File: src/rtl/lsu_pipe.sv
// rtl/lsu_pipe.sv - pipelined RV32I load/store unit for one VLIW memory slot
module lsu_pipe #(
  parameter int XLEN   = 32,
  parameter int QDEPTH = 4
) (
  input  logic              clk,
  input  logic              rst,
  input  logic              in_valid,
  output logic              in_ready,
  input  logic [31:0]       in_inst,
  input  logic [XLEN-1:0]   in_rs1_val,
  input  logic [XLEN-1:0]   in_rs2_val,
  output logic              mem_req_valid,
  input  logic              mem_req_ready,
  output logic [XLEN-1:0]   mem_req_addr,
  output logic              mem_req_we,
  output logic [XLEN/8-1:0] mem_req_be,
  output logic [XLEN-1:0]   mem_req_wdata,
  input  logic              mem_rsp_valid,
  input  logic [XLEN-1:0]   mem_rsp_rdata,
  output logic              wb_valid,
  output logic [4:0]        wb_rd,
  output logic [XLEN-1:0]   wb_data,
  output logic              exc_valid,
  output logic              exc_misalign,
  output logic [XLEN-1:0]   exc_addr,
  output logic              busy
);
  localparam int PW = $clog2(QDEPTH);
  localparam int NB = XLEN / 8;
  localparam logic [6:0] OP_LOAD  = 7'b0000011;
  localparam logic [6:0] OP_STORE = 7'b0100011;
  localparam logic [1:0] SZ_B = 2'd0;
  localparam logic [1:0] SZ_H = 2'd1;
  localparam logic [1:0] SZ_W = 2'd2;

  logic [6:0]      opcode;
  logic [2:0]      funct3;
  logic            is_load, is_store, legal, zext_d;
  logic [1:0]      size_d;
  logic [XLEN-1:0] imm, ea;
  logic [1:0]      off;
  logic            misalign;
  logic [NB-1:0]   be_d;
  logic [XLEN-1:0] wdata_d;
  logic            unused_rs1_idx;

  assign opcode         = in_inst[6:0];
  assign funct3         = in_inst[14:12];
  assign is_load        = (opcode == OP_LOAD);
  assign is_store       = (opcode == OP_STORE);
  assign unused_rs1_idx = ^in_inst[19:15];

  always_comb begin
    legal  = 1'b0;
    size_d = SZ_W;
    zext_d = 1'b0;
    if (is_load) begin
      case (funct3)
        3'd0: begin legal = 1'b1; size_d = SZ_B; end
        3'd1: begin legal = 1'b1; size_d = SZ_H; end
        3'd2: begin legal = 1'b1; size_d = SZ_W; end
        3'd4: begin legal = 1'b1; size_d = SZ_B; zext_d = 1'b1; end
        3'd5: begin legal = 1'b1; size_d = SZ_H; zext_d = 1'b1; end
        default: legal = 1'b0;
      endcase
    end else if (is_store) begin
      case (funct3)
        3'd0: begin legal = 1'b1; size_d = SZ_B; end
        3'd1: begin legal = 1'b1; size_d = SZ_H; end
        3'd2: begin legal = 1'b1; size_d = SZ_W; end
        default: legal = 1'b0;
      endcase
    end
  end

  assign imm = is_store ? {{(XLEN-12){in_inst[31]}}, in_inst[31:25], in_inst[11:7]}
                        : {{(XLEN-12){in_inst[31]}}, in_inst[31:20]};
  assign ea  = in_rs1_val + imm;
  assign off = ea[1:0];
  assign misalign = ((size_d == SZ_H) && off[0]) || ((size_d == SZ_W) && (off != 2'd0));

  // Store data is replicated across every lane so the byte enables alone pick the target bytes.
  always_comb begin
    case (size_d)
      SZ_B: begin
        be_d    = NB'(1) << off;
        wdata_d = {NB{in_rs2_val[7:0]}};
      end
      SZ_H: begin
        be_d    = NB'(3) << off;
        wdata_d = {(NB/2){in_rs2_val[15:0]}};
      end
      default: begin
        be_d    = '1;
        wdata_d = in_rs2_val;
      end
    endcase
  end

  logic [PW:0]   count;
  logic [PW-1:0] wr_ptr, rd_ptr;
  logic [4:0]    q_rd   [QDEPTH];
  logic [1:0]    q_size [QDEPTH];
  logic          q_zext [QDEPTH];
  logic [1:0]    q_off  [QDEPTH];
  logic          is_nop, accept, issue, raise, push, pop;

  assign in_ready = (!mem_req_valid || mem_req_ready) && (count < (PW+1)'(QDEPTH));
  assign is_nop   = (in_inst == 32'd0);
  assign accept   = in_valid && in_ready;
  assign issue    = accept && !is_nop && legal && !misalign;
  assign raise    = accept && !is_nop && (!legal || misalign);
  assign push     = issue && is_load;
  assign pop      = mem_rsp_valid && (count != '0);
  assign busy     = mem_req_valid || (count != '0);

  logic [XLEN-1:0] rsp_shift, rsp_ext;
  assign rsp_shift = mem_rsp_rdata >> {q_off[rd_ptr], 3'b000};

  always_comb begin
    case (q_size[rd_ptr])
      SZ_B: rsp_ext = q_zext[rd_ptr] ? {{(XLEN-8){1'b0}}, rsp_shift[7:0]}
                                     : {{(XLEN-8){rsp_shift[7]}}, rsp_shift[7:0]};
      SZ_H: rsp_ext = q_zext[rd_ptr] ? {{(XLEN-16){1'b0}}, rsp_shift[15:0]}
                                     : {{(XLEN-16){rsp_shift[15]}}, rsp_shift[15:0]};
      default: rsp_ext = rsp_shift;
    endcase
  end

  always_ff @(posedge clk) begin
    if (push) begin
      q_rd[wr_ptr]   <= in_inst[11:7];
      q_size[wr_ptr] <= size_d;
      q_zext[wr_ptr] <= zext_d;
      q_off[wr_ptr]  <= off;
    end
  end

  always_ff @(posedge clk or posedge rst) begin
    if (rst) begin
      mem_req_valid <= 1'b0;
      mem_req_addr  <= '0;
      mem_req_we    <= 1'b0;
      mem_req_be    <= '0;
      mem_req_wdata <= '0;
      wb_valid      <= 1'b0;
      wb_rd         <= 5'd0;
      wb_data       <= '0;
      exc_valid     <= 1'b0;
      exc_misalign  <= 1'b0;
      exc_addr      <= '0;
      count         <= '0;
      wr_ptr        <= '0;
      rd_ptr        <= '0;
    end else begin
      // A new issue overrides the handshake clear so back-to-back requests flow at one per cycle.
      if (issue) begin
        mem_req_valid <= 1'b1;
        mem_req_addr  <= {ea[XLEN-1:2], 2'b00};
        mem_req_we    <= is_store;
        mem_req_be    <= be_d;
        mem_req_wdata <= wdata_d;
      end else if (mem_req_valid && mem_req_ready) begin
        mem_req_valid <= 1'b0;
      end

      exc_valid    <= raise;
      exc_misalign <= raise && legal;
      exc_addr     <= (raise && legal) ? ea : '0;

      wb_valid <= pop && (q_rd[rd_ptr] != 5'd0);
      if (pop) begin
        wb_rd   <= q_rd[rd_ptr];
        wb_data <= rsp_ext;
      end

      if (push) wr_ptr <= wr_ptr + 1'b1;
      if (pop)  rd_ptr <= rd_ptr + 1'b1;
      case ({push, pop})
        2'b10:   count <= count + 1'b1;
        2'b01:   count <= count - 1'b1;
        default: count <= count;
      endcase
    end
  end
endmodule

File: config.mk
export PLATFORM = sky130hd
export DESIGN_NAME = lsu_pipe
export DESIGN_NICKNAME = d
export VERILOG_FILES = /design/src/rtl/lsu_pipe.sv
export SDC_FILE = /design/constraint.sdc
export NUM_CORES = 1
export LEC_CHECK = 0
export BUFFER_PORTS_ARGS = -buffer_cell sky130_fd_sc_hd__buf_2
export CAP_MARGIN = 30
export CORE_UTILIZATION = 50
export CTS_BUF_LIST = sky130_fd_sc_hd__clkbuf_4
export DETAILED_ROUTE_END_ITERATION = 7
export HOLD_SLACK_MARGIN = 0.1
export PLACE_DENSITY_LB_ADDON = 0.3
export SETUP_SLACK_MARGIN = 0.02
export SLEW_MARGIN = 10
export SYNTH_ARGS = -nofsm -noshare
export SYNTH_HDL_FRONTEND = slang
export SYNTH_SLANG_ARGS = --single-unit
File: constraint.sdc
create_clock -name clk -period 6.09 [get_ports clk]
set_input_delay 0.609 -clock clk [delete_from_list [all_inputs] [get_ports clk]]
set_output_delay 0.609 -clock clk [all_outputs]
set_load 0.05 [all_outputs]
==> metrics.md <==
| Metric | Value |
|---|---|
| Max Clk Rate | `259 MHz` |
| Placed inst area | `0.0109 sq mm` |
| Worst setup SP type | `input port` |
| Run status | `finished clean` |
| GRT Util Overall | `24.8%` |
| Starting Density | `51.8%` |
| Final Skew | `0.0243 ns` |
| DRT iter0 DRCs | `335` |
| Hold Vio Cnt, Final | `0` |
| Final setup violation count | `0` |
| Synth Cell Area | `0.00944 sq mm` |
| R2r worst-path depth | `8` |
| Hold Buf Count CTS | `0` |
| M1 WL | `10,300 um` |
| Max layer used | `met5` |
| Largest net degree at the start of global routing | `82` |
| DP Wirelength | `17,500 um` |
| DR WL met3 | `1570 um` |
| Die height | `139 um` |
| Seq/Total Area, Yosys | `51.7%` |
| Main flop type after synthesis | `dfrtp_1` |
| First-pass GRT wire length | `37,600 um` |
| Slew @ Worst Pin | `0.762 ns` |
| Netlist cell types | `65` |
| Synth area leader | `dfrtp_1` |
| Footprint of the multi-input gates | `0.00423 sq mm` |
| Post-synthesis adder-cell area fraction | `5.20%` |
| Num ports | `277` |
| Net switching power | `1.71 mW` |
| Cts repair resizes | `0` |
| Grt ovf | `0` |
| Die width | `139 um` |
| Xor/xnor cell area share of the yosys netlist | `3.53%` |
| Simple-gate share of the synthesized area | `12.6%` |
| Crit Path Category | `in -> reg` |
| Worst-path maximum fanout | `70` |
| Pre-antenna DRT Iters | `4` |
| RSZ-0062 raised after global routing | `false` |
| Net Sw Frac | `43.8%` |
| Setup TNS | `0 ns` |
| Post-synth EDFFs | `40` |
| Worst-case clock buffer depth | `2` |
| Final-stage net count | `1,317` |
| Total CTS buffers | `17` |
| WL/cell | `16.9 um` |
| Vias in the first global route | `7,320` |
| Final WL | `23,500 um` |
| Min Tclk post-route | `3.86 ns` |
| Seq pwr share | `40.0%` |
| Endpoint class of the critical path | `register` |
| Initial antenna violation count | `2` |
| Final Slew Violations | `0` |
| Post-CTS setup buffers | `0` |
| Seq cells post-synth | `187` |
| Fin area | `0.0113 sq mm` |
| Core area | `0.0182 sq mm` |
| IO buf count | `274` |
| Period Utilization, post-route | `63.3%` |
| Sink Count | `187` |
| Comb power frac | `41.6%` |
| Pwr per Cell Area | `347 mW/mm^2` |
| R2R Setup Slk | `2.76 ns` |
| Total met2 wirelength after detailed routing | `11,000 um` |
| Max-slew headroom | `49.2%` |
| Avg Vias per Cell | `5.43` |
| Max VDD drop | `0.284 mV` |
| Row cnt | `49` |
| Clock-pin slew on the worst setup and hold paths | `0.16 ns` |
| Largest family of logic cells by synthesized area | `compound AO/OA/AOI/OAI gates` |
| H-Tree Depth | `4` |
| Mean area per synthesized cell | `10.6 sq um` |
| Share of cells above drive strength 1 | `31.0%` |
| Pleak | `5.77 nW` |
| Async S/R FF share, synth | `78.6%` |
| Register area | `0.00488 sq mm` |
| Max Cap Viol | `0` |
| Vias post-DR | `7,540` |
| Clk root buf | `clkbuf_4` |
| Worst r2r src | `rd_ptr[0]` |
| WP data required | `6.56 ns` |
| Synth Instances | `892` |
| Gp weighted congestion | `0.859` |
| Fill count | `1,554` |
| Non-filler cells, final | `1,389` |
| Final Util | `61.9%` |
| CTS tree | `done` |
| Worst hold margin | `0.138 ns` |
| Synth Warn # | `0` |
| Clock network power share | `18.4%` |
| Antenna Nets Post-Route | `0` |
| Post-synthesis mux area share | `9.48%` |
| P&R area growth vs syn | `19.5%` |
| DIE AREA | `0.0194 sq mm` |
| Synth Area in Compound Gates | `13.9%` |
| Clk Latency, worst-skew pair | `0.58 ns` |
| Internal | `2.20 mW` |
| Placed cell count | `1,355` |
| FF-to-FF End | `wb_data[28]` |
| DRC viols | `0` |
| Top cells by area, synth | `dfrtp_1, edfxtp_1, nand2_1` |
| Hold/Removal Path Class | `in -> async` |
| Worst Path Arrival | `4.33 ns` |
| Top-area cell type share of the netlist area | `39.0%` |
==> final cells by class <==
type,instances,area share (%)
Clock inverter,15,1.62
Tap cell,229,2.54
Antenna cell,1,0.0222
Timing Repair Buffer,281,13.0
Sequential cell,187,43.3
Clock buffer,17,1.13
Inverter,25,0.877
Multi-Input combinational cell,634,37.5
==> flip-flops by register name, summed over array words and instances (netlist names), 3 cells and up <==
| name | flops |
|---|---|
| mem_req_addr | 30 |
| q_rd | 20 |
| mem_req_be | 4 |
| mem_req_wdata | 32 |
| q_off | 8 |
| q_size | 8 |
| wb_data | 32 |
| q_zext | 4 |
| count | 3 |
| exc_addr | 32 |
| wb_rd | 5 |
==> Yosys cell counts, drive strengths merged (15+ instances only) <==
cell,instances
nand2,132
inv,25
ha,36
o211ai,15
buf,24
nor2,90
a21oi,58
edfxtp,40
mux2,20
xor2,16
mux2i,41
clkbuf,23
xnor2,22
o21ai,84
dfrtp,147
==> metal layers <==
metal / track usage, % / vias up
met1: 32.7 / 3573
met3: 6.09 / 40
met5: 0 / -
met2: 40.0 / 276
met4: 8.83 / 2
li1: - / 3649
==> cells by family (layout without fill, tap and decap cells) <==
logic type      after synthesis  count (layout)
other cells                   1               3
fa+ha+maj                    38              38
compound gates              214             214
mux                          71              71
simple gates                271             271
buf+inv                      72             338
flops                       187             187
xor+xnor                     38              38
==> cells in the final DEF (no fill, tap or decap), types with 5 or more instances in the layout <==
cell type and n:
mux2_2 12, dfrtp_1 147, nand2_1 131, a21o_1 14, xor2_1 16, xnor2_1 22
o22a_1 8, o211ai_1 15, o21ai_0 74, inv_1 23, a21oi_1 57, ha_1 36
edfxtp_1 40, nor3_1 5, nor4_1 8, buf_4 5, and2_1 5, nor2_1 90
o21ai_1 9, mux2_4 8, clkbuf_4 17, mux2i_1 40, o31ai_1 5, buf_2 274
mux4_2 10, nand4_1 8
==> power groups by stage <==
stage	clock network, mW	logic, mW	registers [mW]
global route	0.784	1.74	1.59
finish	0.719	1.63	1.56
global placement	0	1.60	1.59
floorplan	0	0.786	2.05
CTS	0.743	1.63	1.57
detailed placement	0	1.63	1.60
==> worst max-delay path, stage by stage <==
cell	delay, ns
buf_2	0.12
nor4_4	0.37
nand4_1	0.34
mux2_2	0.37
ha_1	0.22
inv_1	0.08
fa_1	0.52
o21ai_0	0.35
nand2_4	0.11
nand2b_4	0.12
buf_4	0.45
buf_16	0.32
mux2_4	0.32
==> per-stage QoR <==
stage / worst slack, ns / total power, mW
after global placement: 1.65 / 3.19
after floorplan: 1.53 / 2.84
after global routing: 2.09 / 4.12
after detailed placement: 1.68 / 3.22
after CTS: 2.32 / 3.94
final: 2.23 / 3.91
==> worst max path at each step <==
stage / startpoint / cells after the start / endpoint / slack [ns]
finish: in_inst[6] / 13 / mem_req_wdata[0] / 2.23
global route: in_inst[6] / 16 / count[1] / 2.09
CTS: in_inst[6] / 13 / mem_req_wdata[0] / 2.32
detailed placement: in_inst[6] / 13 / mem_req_wdata[0] / 1.68
global placement: in_inst[6] / 12 / mem_req_wdata[5] / 1.65
floorplan: rst / 1 / count[0] / 1.53
(Power assumes the default switching activity.)
